$ cat src/rtl/load_store_unit.sv
// Load/store initiator: one word-aligned memory access per request, read-modify-write
// for sub-word stores, extended load data and misalignment rejection.
module load_store_unit #(
    parameter int XLEN       = 32,
    parameter int ADDR_WIDTH = 32
) (
    input  logic                  clk,
    input  logic                  rst,
    input  logic                  req_valid,
    output logic                  req_ready,
    input  logic                  req_write,
    input  logic [1:0]            req_size,
    input  logic                  req_unsigned,
    input  logic [ADDR_WIDTH-1:0] req_addr,
    input  logic [XLEN-1:0]       req_wdata,
    output logic                  resp_valid,
    output logic [XLEN-1:0]       resp_rdata,
    output logic                  resp_misaligned,
    output logic [ADDR_WIDTH-1:0] mem_addr,
    output logic                  mem_write_en,
    output logic [XLEN-1:0]       mem_write_data,
    input  logic [XLEN-1:0]       mem_read_data
);

    typedef enum logic [2:0] {
        S_IDLE, S_LOAD, S_RMW_READ, S_WRITE, S_RESP
    } state_t;

    localparam logic [1:0] SZ_BYTE = 2'b00;
    localparam logic [1:0] SZ_HALF = 2'b01;
    localparam logic [1:0] SZ_WORD = 2'b10;

    state_t                state_q, state_d;
    logic [1:0]            size_q, size_d;
    logic                  unsigned_q, unsigned_d;
    logic [ADDR_WIDTH-1:0] addr_q, addr_d;
    logic [XLEN-1:0]       wdata_q, wdata_d;
    logic [XLEN-1:0]       word_q, word_d;
    logic [XLEN-1:0]       rdata_q, rdata_d;
    logic                  misal_q, misal_d;
    logic                  req_misal;

    function automatic logic [XLEN-1:0] load_extend(input logic [XLEN-1:0] word,
                                                    input logic [1:0] size,
                                                    input logic [1:0] off,
                                                    input logic uns);
        logic [7:0]  b;
        logic [15:0] h;
        b = 8'(word >> {off, 3'b000});
        h = 16'(word >> {off[1], 4'b0000});
        case (size)
            SZ_BYTE: load_extend = uns ? {{(XLEN-8){1'b0}}, b} : {{(XLEN-8){b[7]}}, b};
            SZ_HALF: load_extend = uns ? {{(XLEN-16){1'b0}}, h} : {{(XLEN-16){h[15]}}, h};
            default: load_extend = word;
        endcase
    endfunction

    // Replace only the addressed lane of the previously read word.
    function automatic logic [XLEN-1:0] merge_lane(input logic [XLEN-1:0] word,
                                                   input logic [XLEN-1:0] wdata,
                                                   input logic half,
                                                   input logic [1:0] off);
        logic [XLEN-1:0] mask;
        logic [XLEN-1:0] ins;
        if (half) begin
            mask = XLEN'(16'hFFFF) << {off[1], 4'b0000};
            ins  = XLEN'(wdata[15:0]) << {off[1], 4'b0000};
        end else begin
            mask = XLEN'(8'hFF) << {off, 3'b000};
            ins  = XLEN'(wdata[7:0]) << {off, 3'b000};
        end
        merge_lane = (word & ~mask) | ins;
    endfunction

    always_comb begin
        req_misal = 1'b0;
        case (req_size)
            SZ_BYTE: req_misal = 1'b0;
            SZ_HALF: req_misal = req_addr[0];
            SZ_WORD: req_misal = (req_addr[1:0] != 2'b00);
            default: req_misal = 1'b1;
        endcase
    end

    always_comb begin
        state_d    = state_q;
        size_d     = size_q;
        unsigned_d = unsigned_q;
        addr_d     = addr_q;
        wdata_d    = wdata_q;
        word_d     = word_q;
        rdata_d    = rdata_q;
        misal_d    = misal_q;
        case (state_q)
            S_IDLE: begin
                if (req_valid) begin
                    size_d     = req_size;
                    unsigned_d = req_unsigned;
                    addr_d     = req_addr;
                    wdata_d    = req_wdata;
                    if (req_misal) begin
                        state_d = S_RESP;
                        rdata_d = '0;
                        misal_d = 1'b1;
                    end else if (!req_write) begin
                        state_d = S_LOAD;
                    end else if (req_size == SZ_WORD) begin
                        state_d = S_WRITE;
                    end else begin
                        state_d = S_RMW_READ;
                    end
                end
            end
            S_LOAD: begin
                word_d  = mem_read_data;
                rdata_d = load_extend(mem_read_data, size_q, addr_q[1:0], unsigned_q);
                misal_d = 1'b0;
                state_d = S_RESP;
            end
            S_RMW_READ: begin
                word_d  = mem_read_data;
                state_d = S_WRITE;
            end
            S_WRITE: begin
                rdata_d = '0;
                misal_d = 1'b0;
                state_d = S_RESP;
            end
            S_RESP:  state_d = S_IDLE;
            default: state_d = S_IDLE;
        endcase
    end

    always_ff @(posedge clk or posedge rst) begin
        if (rst) begin
            state_q    <= S_IDLE;
            size_q     <= 2'b00;
            unsigned_q <= 1'b0;
            addr_q     <= '0;
            wdata_q    <= '0;
            word_q     <= '0;
            rdata_q    <= '0;
            misal_q    <= 1'b0;
        end else begin
            state_q    <= state_d;
            size_q     <= size_d;
            unsigned_q <= unsigned_d;
            addr_q     <= addr_d;
            wdata_q    <= wdata_d;
            word_q     <= word_d;
            rdata_q    <= rdata_d;
            misal_q    <= misal_d;
        end
    end

    // All handshake and memory strobes decode straight from the state flop.
    assign req_ready       = (state_q == S_IDLE);
    assign resp_valid      = (state_q == S_RESP);
    assign mem_write_en    = (state_q == S_WRITE);
    assign mem_addr        = {addr_q[ADDR_WIDTH-1:2], 2'b00};
    assign resp_rdata      = rdata_q;
    assign resp_misaligned = misal_q;
    assign mem_write_data  = !mem_write_en        ? '0 :
                             (size_q == SZ_WORD)  ? wdata_q :
                             merge_lane(word_q, wdata_q, size_q[0], addr_q[1:0]);

endmodule

$ cat config.mk
export PLATFORM = sky130hd
export DESIGN_NAME = load_store_unit
export DESIGN_NICKNAME = d
export VERILOG_FILES = /design/src/rtl/load_store_unit.sv
export SDC_FILE = /design/constraint.sdc
export NUM_CORES = 1
export LEC_CHECK = 0
export BUFFER_PORTS_ARGS = -buffer_cell sky130_fd_sc_hd__buf_2
export CAP_MARGIN = 20
export CORE_MARGIN = 2
export CORE_UTILIZATION = 47
export DETAILED_ROUTE_END_ITERATION = 8
export PLACE_DENSITY = 0.77
export SLEW_MARGIN = 30
export SYNTH_ARGS = -nofsm -noshare
export SYNTH_HDL_FRONTEND = slang
export SYNTH_SLANG_ARGS = --single-unit
$ cat constraint.sdc
create_clock -name clk -period 4.4 [get_ports clk]
set_clock_uncertainty 0.15 [all_clocks]
set_input_delay 0.88 -clock clk [delete_from_list [all_inputs] [get_ports clk]]
set_output_delay 0.88 -clock clk [all_outputs]
set_load 0.05 [all_outputs]
==> Word level (Yosys, flattened, before mapping) <==
Index checks and enable logic that the tools add are counted.
W data, S select, Z words.
{ "totals": {"wordCells": 57, "inputBits": 103, "ff_bits": 135, "out_inout_bits": 100} }
{ "op_classes": {"shifts": 6, "bitwise": 3, "n_eq_ne": 10, "n_reduce_logical": 11, "mux": 19} }
{ "op_table": {"columns": ["cell", "count"], "rows": [
  ["$mux W32", 8],
  ["$pmux W32 S3", 1],
  ["$pmux W32 S2", 1],
  ["$and A32 B32 Y32", 1],
  ["$not A32 Y32", 1],
  ["$or A32 B32 Y32", 1],
  ["$shl A16 B5 Y32", 1],
  ["$shl A16 B5 Y32 const A", 1],
  ["$shl A8 B5 Y32", 1],
  ["$shl A8 B5 Y32 const A", 1],
  ["$shr A32 B5 Y16", 1],
  ["$shr A32 B5 Y8", 1],
  ["$pmux W3 S3", 1],
  ["$eq A3 B2 Y1 const B", 2],
  ["$mux W3", 2],
  ["$reduce_and A3 Y1", 2],
  ["$eq A2 B1 Y1 const B", 2],
  ["$eq A2 B2 Y1 const B", 2],
  ["$logic_not A2 Y1", 2],
  ["$reduce_bool A2 Y1", 2],
  ["$reduce_or A2 Y1", 2],
  ["$eq A3 B1 Y1 const B", 1],
  ["$eq A3 B3 Y1 const B", 1],
  ["$logic_not A3 Y1", 1],
  ["8 further kinds", 10]
]} }

==> Logic depth before layout (Yosys ltp) <==
Gate-level depths: netlist of the first run.
{ "logic_depth": {"depth_word": 7, "mapped_depth": 8, "depth_no_buf": 5} }

==> Worst setup path after synthesis of the first run <==
Ideal clock, no wire load.
{ "synth_timing": {"path_kind": "register to output", "from": "register size_q[1]", "to": "output port mem_write_data[18]", "required_ns": 3.370, "stages_incl_launch_ff": 7, "n_path_buf": 3, "t_arrival_ns": 2.291, "path_slack_ns": 1.079, "cell_sequence": "dfrtp_1 buf_2 nand2b_1 clkbuf_1 clkbuf_1 nor2_1 a211oi_1"} }
{ "synth_between": {"elab_chain_len": 3} }
{ "synth_rtl": {"columns": ["item", "line_no", "rtl"], "rows": [
  ["start: declaration", "34", "logic [1:0] size_q, size_d;"],
  ["start signal: assignment", "146", "size_q <= size_d;"],
  ["$eq A2 B2 Y1", "164", "(size_q == SZ_WORD) ? wdata_q :"],
  ["$mux W32", "164", null],
  ["$mux W32", "163", "assign mem_write_data = !mem_write_en ? '0 :"],
  ["end: declaration", "21", "output logic [XLEN-1:0] mem_write_data,"]
]} }
No other way between the ends.

==> Worst setup path in the final report of the first run <==
{ "layout_timing": {"from": "register addr_q[1]", "to": "output port mem_write_data[13]"} }
{ "layout_between": {"elab_chain_len": 7, "word_cells_on_any_way": 11, "classes_between": "shift (4); mux (4); bitwise (3)"} }
{ "layout_rtl": {"columns": ["item", "line_no", "rtl"], "rows": [
  ["start: declaration", "36", "logic [ADDR_WIDTH-1:0] addr_q, addr_d;"],
  ["start signal: assignment", "148", "addr_q <= addr_d;"],
  ["$shl A16 B5 Y32 or $shl A8 B5 Y32 (tied branches)", "66, 69", null],
  ["$mux W32", "65", "if (half) begin"],
  ["$not A32 Y32", "72", "merge_lane = (word & ~mask) | ins;"],
  ["$and A32 B32 Y32", "72", null],
  ["$or A32 B32 Y32 (*)", "72", null],
  ["$mux W32 (*)", "164", null],
  ["$mux W32 (*)", "163", null]
]} }
Mark *: on every way between the ends. The rest lies on a longest branch, timed or not.

==> results of run 1 <==
[layout by cell type (no fill, tap or decap), types with 3 or more instances in the layout]
master	n
a21o_1	3
clkinv_2	4
a211oi_1	8
a31oi_1	10
o21ai_0	31
mux2i_1	16
clkbuf_16	17
a22oi_1	16
a222oi_1	7
clkbuf_8	3
buf_2	200
clkinvlp_4	4
a221o_1	17
a22o_1	8
a221oi_1	4
buf_4	8
clkbuf_1	4
mux2_2	103
dfrtp_1	135
nor3_1	4
nor2_1	21
inv_1	8
nand2_1	36
a21oi_1	13
[final timing paths]
path | slack, ns | to | depth (start not counted)
max in group asynchronous | 2.84 | wdata_q[20]$_DFFE_PP0P_ | 3
setup / recovery | 0.57 | mem_write_data[13] | 5
hold / removal | 0.33 | resp_rdata[0]$_DFFE_PP0P_ | 2
setup reg to reg | 2.01 | resp_rdata[6]$_DFFE_PP0P_ | 4
min in group asynchronous | 0.34 | resp_rdata[31]$_DFFE_PP0P_ | 2
hold reg to reg | 0.33 | resp_rdata[0]$_DFFE_PP0P_ | 2
[metrics by stage]
stage,utilization (%),total power [mW],hold WS (ns),cells,instance area [sq um]
4_1_cts,57.9,7.17,0.329,893,7940
2_1_floorplan,-,5.24,0.325,539,6530
3_5_place_dp,53.8,5.83,0.323,861,7390
6_report,57.9,7.14,0.330,894,7950
3_3_place_gp,53.8,5.71,0.314,861,7390
5_1_grt,57.9,7.51,0.355,893,7940
[registers in the layout, summed over array words and instances (netlist names)]
| signal | count |
|---|---|
| resp_rdata | 32 |
| addr_q | 32 |
| resp_misaligned | 1 |
| unsigned_q | 1 |
| wdata_q | 32 |
| size_q | 2 |
| state_q | 3 |
| word_q | 32 |
[layout make-up]
type                    instances  area share, %
diodes                          1         0.0315
clock buffers                  24           6.06
clock inverters                 8          0.913
inverters                       9          0.472
multi-input cells             328           33.6
flip-flops and latches        135           42.5
well taps                     180           2.83
repair buffers                209           13.6
[power groups by stage]
| stage | combinational, mW | clock [mW] | sequential (mW) |
|---|---|---|---|
| 2_1_floorplan | 2.72 | 0 | 2.52 |
| 3_3_place_gp | 3.39 | 0 | 2.32 |
| 3_5_place_dp | 3.47 | 0 | 2.36 |
| 4_1_cts | 3.48 | 1.35 | 2.34 |
| 5_1_grt | 3.69 | 1.40 | 2.42 |
| 6_report | 3.47 | 1.33 | 2.34 |
[per-layer routing]
layer  vias up  global-route usage (%)  wire length, um
li1       2274                       -                -
met1      2529                    31.5             7380
met2       214                    41.3             9100
met3        27                    6.18             1260
met4         0                    8.41              339
met5         -                       0                0
[cell families (layout without fill, tap and decap cells)]
logic type | after synthesis | after routing
buffers and inverters | 76 | 250
muxes | 122 | 122
other | 1 | 3
xor gates and xnor gates | 1 | 1
DFF | 135 | 135
AOI/OAI and AO/OA | 122 | 122
and+or+nand+nor | 81 | 81
[worst max-delay path: stages (launching register included)]
cell	delay (ns)
dfrtp_1	0.62
and2_1	0.51
nor2_1	0.63
a22oi_1	0.14
a21oi_1	0.20
buf_2	0.28
[Yosys cell counts (9+ instances only)]
| cell | n |
|---|---|
| a21oi_1 | 13 |
| a221o_1 | 17 |
| a22oi_1 | 16 |
| a31oi_1 | 10 |
| buf_2 | 10 |
| buf_4 | 41 |
| clkbuf_1 | 10 |
| dfrtp_1 | 135 |
| inv_1 | 9 |
| mux2_2 | 103 |
| mux2i_1 | 16 |
| nand2_1 | 36 |
| nor2_1 | 23 |
| o21ai_0 | 31 |
==> qor.csv, run 1 <==
metric;value;unit
Nets;803;
GR Overflow Total;0;
Post-Synth Simple-Gate Area;6.04;%
Final period util;87.1;%
clock tree sinks;135;
Starting Density;47.6;%
Gate Count Post-Synth;538;
status;completed;
Final ANT Viol Nets;0;
vias in the first global route;5100;
DRC;0;
min-delay src;resp_rdata[0]$_DFFE_PP0P_;
Final Wtd Congestion;0.870;
Max-slew headroom;38.3;%
FFs w/ async S/R, synth;100;%
layout cells sized above 1;49.6;%
EDFF count, synth;0;
XOR/XNOR Fraction of Synth Area;0.134;%
IO buf count;200;
Slew @ Worst Pin;0.922;ns
core area;13700;sq um
CTS buffer count;17;
YS warnings;0;
P_int;3.96;mW
Slew Limit Fails;0;
Synth Area in Compound Gates;13.4;%
Rows;43;
share of the synthesized area in the top cell type;51.8;%
H-tree depth;4;
fillcell total;1179;
Detailed Route Iter0 Violations;310;
Yosys top cell by area;dfrtp_1;
worst-case setup margin in the final layout;0.569;ns
post-synthesis sequential area ratio;51.8;%
die width;122;um
CTS tree;built;
wirelength, routed;18100;um
fin crit period;3.83;ns
Multi-input gate area;2670;sq um
HPWL after DPL;13500;um
Die H;122;um
crit-path max FO;19;
setup TNS;0;ns
Final Hold Fails;0;
Reg power frac;32.8;%
r2r startpoint;addr_q[1]$_DFFE_PP0P_;
Crit Path Class;flip-flop to primary output;
synthesized area per cell;12.1;sq um
cts hold-fix bufs;0;
Layout area overhead;21.8;%
io pins;203;
clock buffer depth;2;
Seq cells post-synth;135;
Leak Pwr;3.83;nW
Max-Cap Viols;0;
WL per Instance;20.2;um
drt first pass iters;7;
type of origin of the critical path;flip-flop;
Worst setup EP type;primary output;
final setup vio count;0;
root buf cell;clkbuf_16;
Tot GR Track Use;24.7;%
largest net degree at the start of global routing;50;
Critical Path Source;addr_q[1]$_DFFE_PP0P_;
switching share of total power;44.6;%
worst slack at placement;1.03;ns
adder-cell share of the synthesized area;0;%
Main synth FF type;dfrtp_1;
first-pass GRT wire length;27600;um
clock slew at reported path FFs;0.06;ns
Syn Std Cell Area;6520;sq um
Area contributors post-synth;dfrtp_1, mux2_2, buf_4;
HP Class;flip-flop to flip-flop;
register area;3380;sq um
post-cts repair resize count;0;
Clock Latency Late Sink;0.41;ns
Post-CTS Setup Bufs;0;
Clock power frac;18.6;%
Worst Path Required;3.37;ns
vias;5044;
initial antenna violation count;1;
Comb pwr share;48.6;%
RSZ-0062 raised after global routing;no;
CP Data Arrival Time;2.80;ns
vias per std cell;5.64;
pwr dens;899;nW/um^2
Die Area;14800;sq um
switching power total;3.19;mW
largest family of logic cells by synthesized area;multiplexers;
Max Clk Rate;261;MHz
mux cell area share after synthesis;21.1;%
maximum VDD drop;461;uV
Synth cell types;44;
Power figures use the tool's default switching activity.
==> inputs of run 2 (changes only) <==
MAX_ROUTING_LAYER = met4   (was unset)
==> run 2 against run 1 <==
  * Sequential share of layout area rose by 0.13 points
  * Core utilization down 0.17 points
  * Cell count down 0.56%
  * Worst setup slack worse by 0.033 ns
  * Flip-flop and latch count unchanged
  * Wire length shrank 1.5%
  * Clock power about the same
  * Non-clock buffer count decreased by 2
  * Design area is 0.30% lower
  * Largest cell class unchanged
  * Highest routed layer unchanged
==> qor.csv, run 2 (synthesis gave the netlist of run 1 again) <==
metric;value;unit;change
status;completed;;
initial antenna violation count;1;;unchanged
clock slew at reported path FFs;0.05;ns;about the same
Die Area;14800;sq um;unchanged
cts hold-fix bufs;0;;unchanged
drt first pass iters;5;;-2
type of origin of the critical path;flip-flop;;
Max-Cap Viols;0;;unchanged
Leak Pwr;3.82;nW;-0.18%
clock tree sinks;135;;unchanged
CP Cell Sequence;and2_1, nor2_1, a22oi_1, a21oi_1, buf_2;;
final std cells w/o fill;889;;-0.56%
Final period util;87.8;%;+0.76 points
Final Wtd Congestion;0.899;;+3.3%
crit-path max cell delay;0.65;ns;+0.02 ns
most common cell after layout, fill and taps aside;buf_2;;
worst hold slack;0.327;ns;-0.00272 ns
crit-path max FO;19;;unchanged
highest-count cells in the layout ignoring fill and taps;buf_2, dfrtp_1, mux2_2;;
RSZ-0062 raised after global routing;no;;
core area;13700;sq um;unchanged
Max-slew headroom;31.7;%;-6.6 points
Final ANT Viol Nets;0;;unchanged
Comb pwr share;48.5;%;about the same
HP Class;flip-flop to flip-flop;;
fillcell total;1177;;-0.17%
pwr dens;901;nW/um^2;+0.24%
cell depth of the worst flop-to-flop path;4;;unchanged
layout cells sized above 1;49.2;%;-0.43 points
DRC;0;;unchanged
Post-CTS Setup Bufs;0;;unchanged
Tot GR Track Use;25.0;%;+0.20 points
P_int;3.99;mW;+0.74%
Crit Path Class;flip-flop to primary output;;
maximum VDD drop;532;uV;+15%
GR Overflow Total;0;;unchanged
IO buf count;200;;unchanged
Clock power frac;18.5;%;about the same
r2r startpoint;addr_q[1]$_DFFE_PP0P_;;
FF-to-FF End;resp_rdata[2]$_DFFE_PP0P_;;
critical path endpoint;mem_write_data[9];;
Slew @ Worst Pin;1.02;ns;+0.0979 ns
Nets;801;;-0.25%
fin crit period;3.86;ns;+0.0334 ns
HPWL after DPL;13100;um;-3.1%
H-tree depth;4;;unchanged
CTS buffer count;17;;unchanged
wirelength, routed;17800;um;-1.5%
Max Clk Rate;259;MHz;-0.86%
io pins;203;;unchanged
final setup vio count;0;;unchanged
switching power total;3.15;mW;-1.1%
Clock Latency Late Sink;0.41;ns;about the same
setup TNS;0;ns;unchanged
WL per Instance;20.0;um;-0.93%
Rows;43;;unchanged
flop-to-flop setup slack;1.99;ns;-0.02 ns
clock buffer depth;2;;unchanged
Critical Path Source;addr_q[1]$_DFFE_PP0P_;;
Reg power frac;32.9;%;about the same
Die H;122;um;unchanged
CTS tree;built;;
Worst Path Required;3.37;ns;about the same
CP max-delay cell;nor2_1;;
die width;122;um;unchanged
CP Data Arrival Time;2.83;ns;+0.03 ns
Placed Cells incl. Taps;859;;-0.23%
first-pass GRT wire length;27100;um;-2.1%
root buf cell;clkbuf_16;;
Power, Total;7.14;mW;about the same
Starting Density;47.6;%;unchanged
switching share of total power;44.2;%;-0.45 points
Slew Limit Fails;0;;unchanged
largest net degree at the start of global routing;136;;+170%
Worst setup EP type;primary output;;
post-cts repair resize count;0;;unchanged
vias;5074;;+0.59%
Final Hold Fails;0;;unchanged
Detailed Route Iter0 Violations;382;;+23%
vias per std cell;5.71;;+1.2%
vias in the first global route;5108;;+0.16%
Layout area overhead;21.4;%;
-- run 2: layout make-up --
cell class                      count  area (sq um)  share of cell area (%)
Antenna cell                        2          5.00                  0.0632
Clock buffer                       23           468                    5.91
Clock inverter                      5          75.1                   0.948
Inverter                            9          37.5                   0.474
Multi-Input combinational cell    328          2670                    33.7
Sequential cell                   135          3380                    42.6
Tap cell                          180           225                    2.84
Timing Repair Buffer              207          1070                    13.5
-- run 2: power by group through the flow --
stage / clock network (mW) / logic (mW) / registers [mW]
finish: 1.32 / 3.46 / 2.35
global route: 1.40 / 3.69 / 2.42
CTS: 1.35 / 3.47 / 2.34
global placement: 0 / 3.39 / 2.32
detailed placement: 0 / 3.47 / 2.36
floorplan: 0 / 2.72 / 2.52
-- run 2: critical path, delay by kind of cell, from the launching register on --
| kind | cells | cell delay (ns) |
|---|---|---|
| AND/OR/NAND/NOR | 2 | 1.16 |
| AO/OA/AOI/OAI | 2 | 0.36 |
| buffers and inverters | 1 | 0.28 |
| flip-flops | 1 | 0.62 |
-- run 2: routing by layer --
metal	vias up	global-route usage, %	routed length [um]	part of all wire, %
met5	-	-	0	0
met2	239	39.7	8770	49
li1	2261	-	-	-
met3	37	4.54	1150	6.5
met1	2537	31.7	7410	42
met4	0	10.1	464	2.6
-- run 2: worst min path at each step --
| stage | slack (ns) | to | startpoint | cells after the start |
|---|---|---|---|---|
| floorplan | 0.33 | wdata_q[26]$_DFFE_PP0P_ | wdata_q[26]$_DFFE_PP0P_ | 1 |
| global placement | 0.32 | resp_rdata[8]$_DFFE_PP0P_ | resp_rdata[8]$_DFFE_PP0P_ | 2 |
| detailed placement | 0.32 | resp_rdata[7]$_DFFE_PP0P_ | resp_rdata[7]$_DFFE_PP0P_ | 2 |
| CTS | 0.33 | resp_rdata[7]$_DFFE_PP0P_ | resp_rdata[7]$_DFFE_PP0P_ | 2 |
| global route | 0.36 | resp_rdata[11]$_DFFE_PP0P_ | resp_rdata[11]$_DFFE_PP0P_ | 2 |
| finish | 0.33 | resp_rdata[10]$_DFFE_PP0P_ | resp_rdata[10]$_DFFE_PP0P_ | 2 |
-- run 2: through the flow --
step	utilization [%]	setup slack, ns	instance area [sq um]
after CTS	57.7	0.594	7910
final	57.7	0.536	7920
after global placement	53.7	1.11	7370
after floorplan	-	1.08	6530
after global routing	57.7	0.382	7920
after detailed placement	53.7	1.04	7370
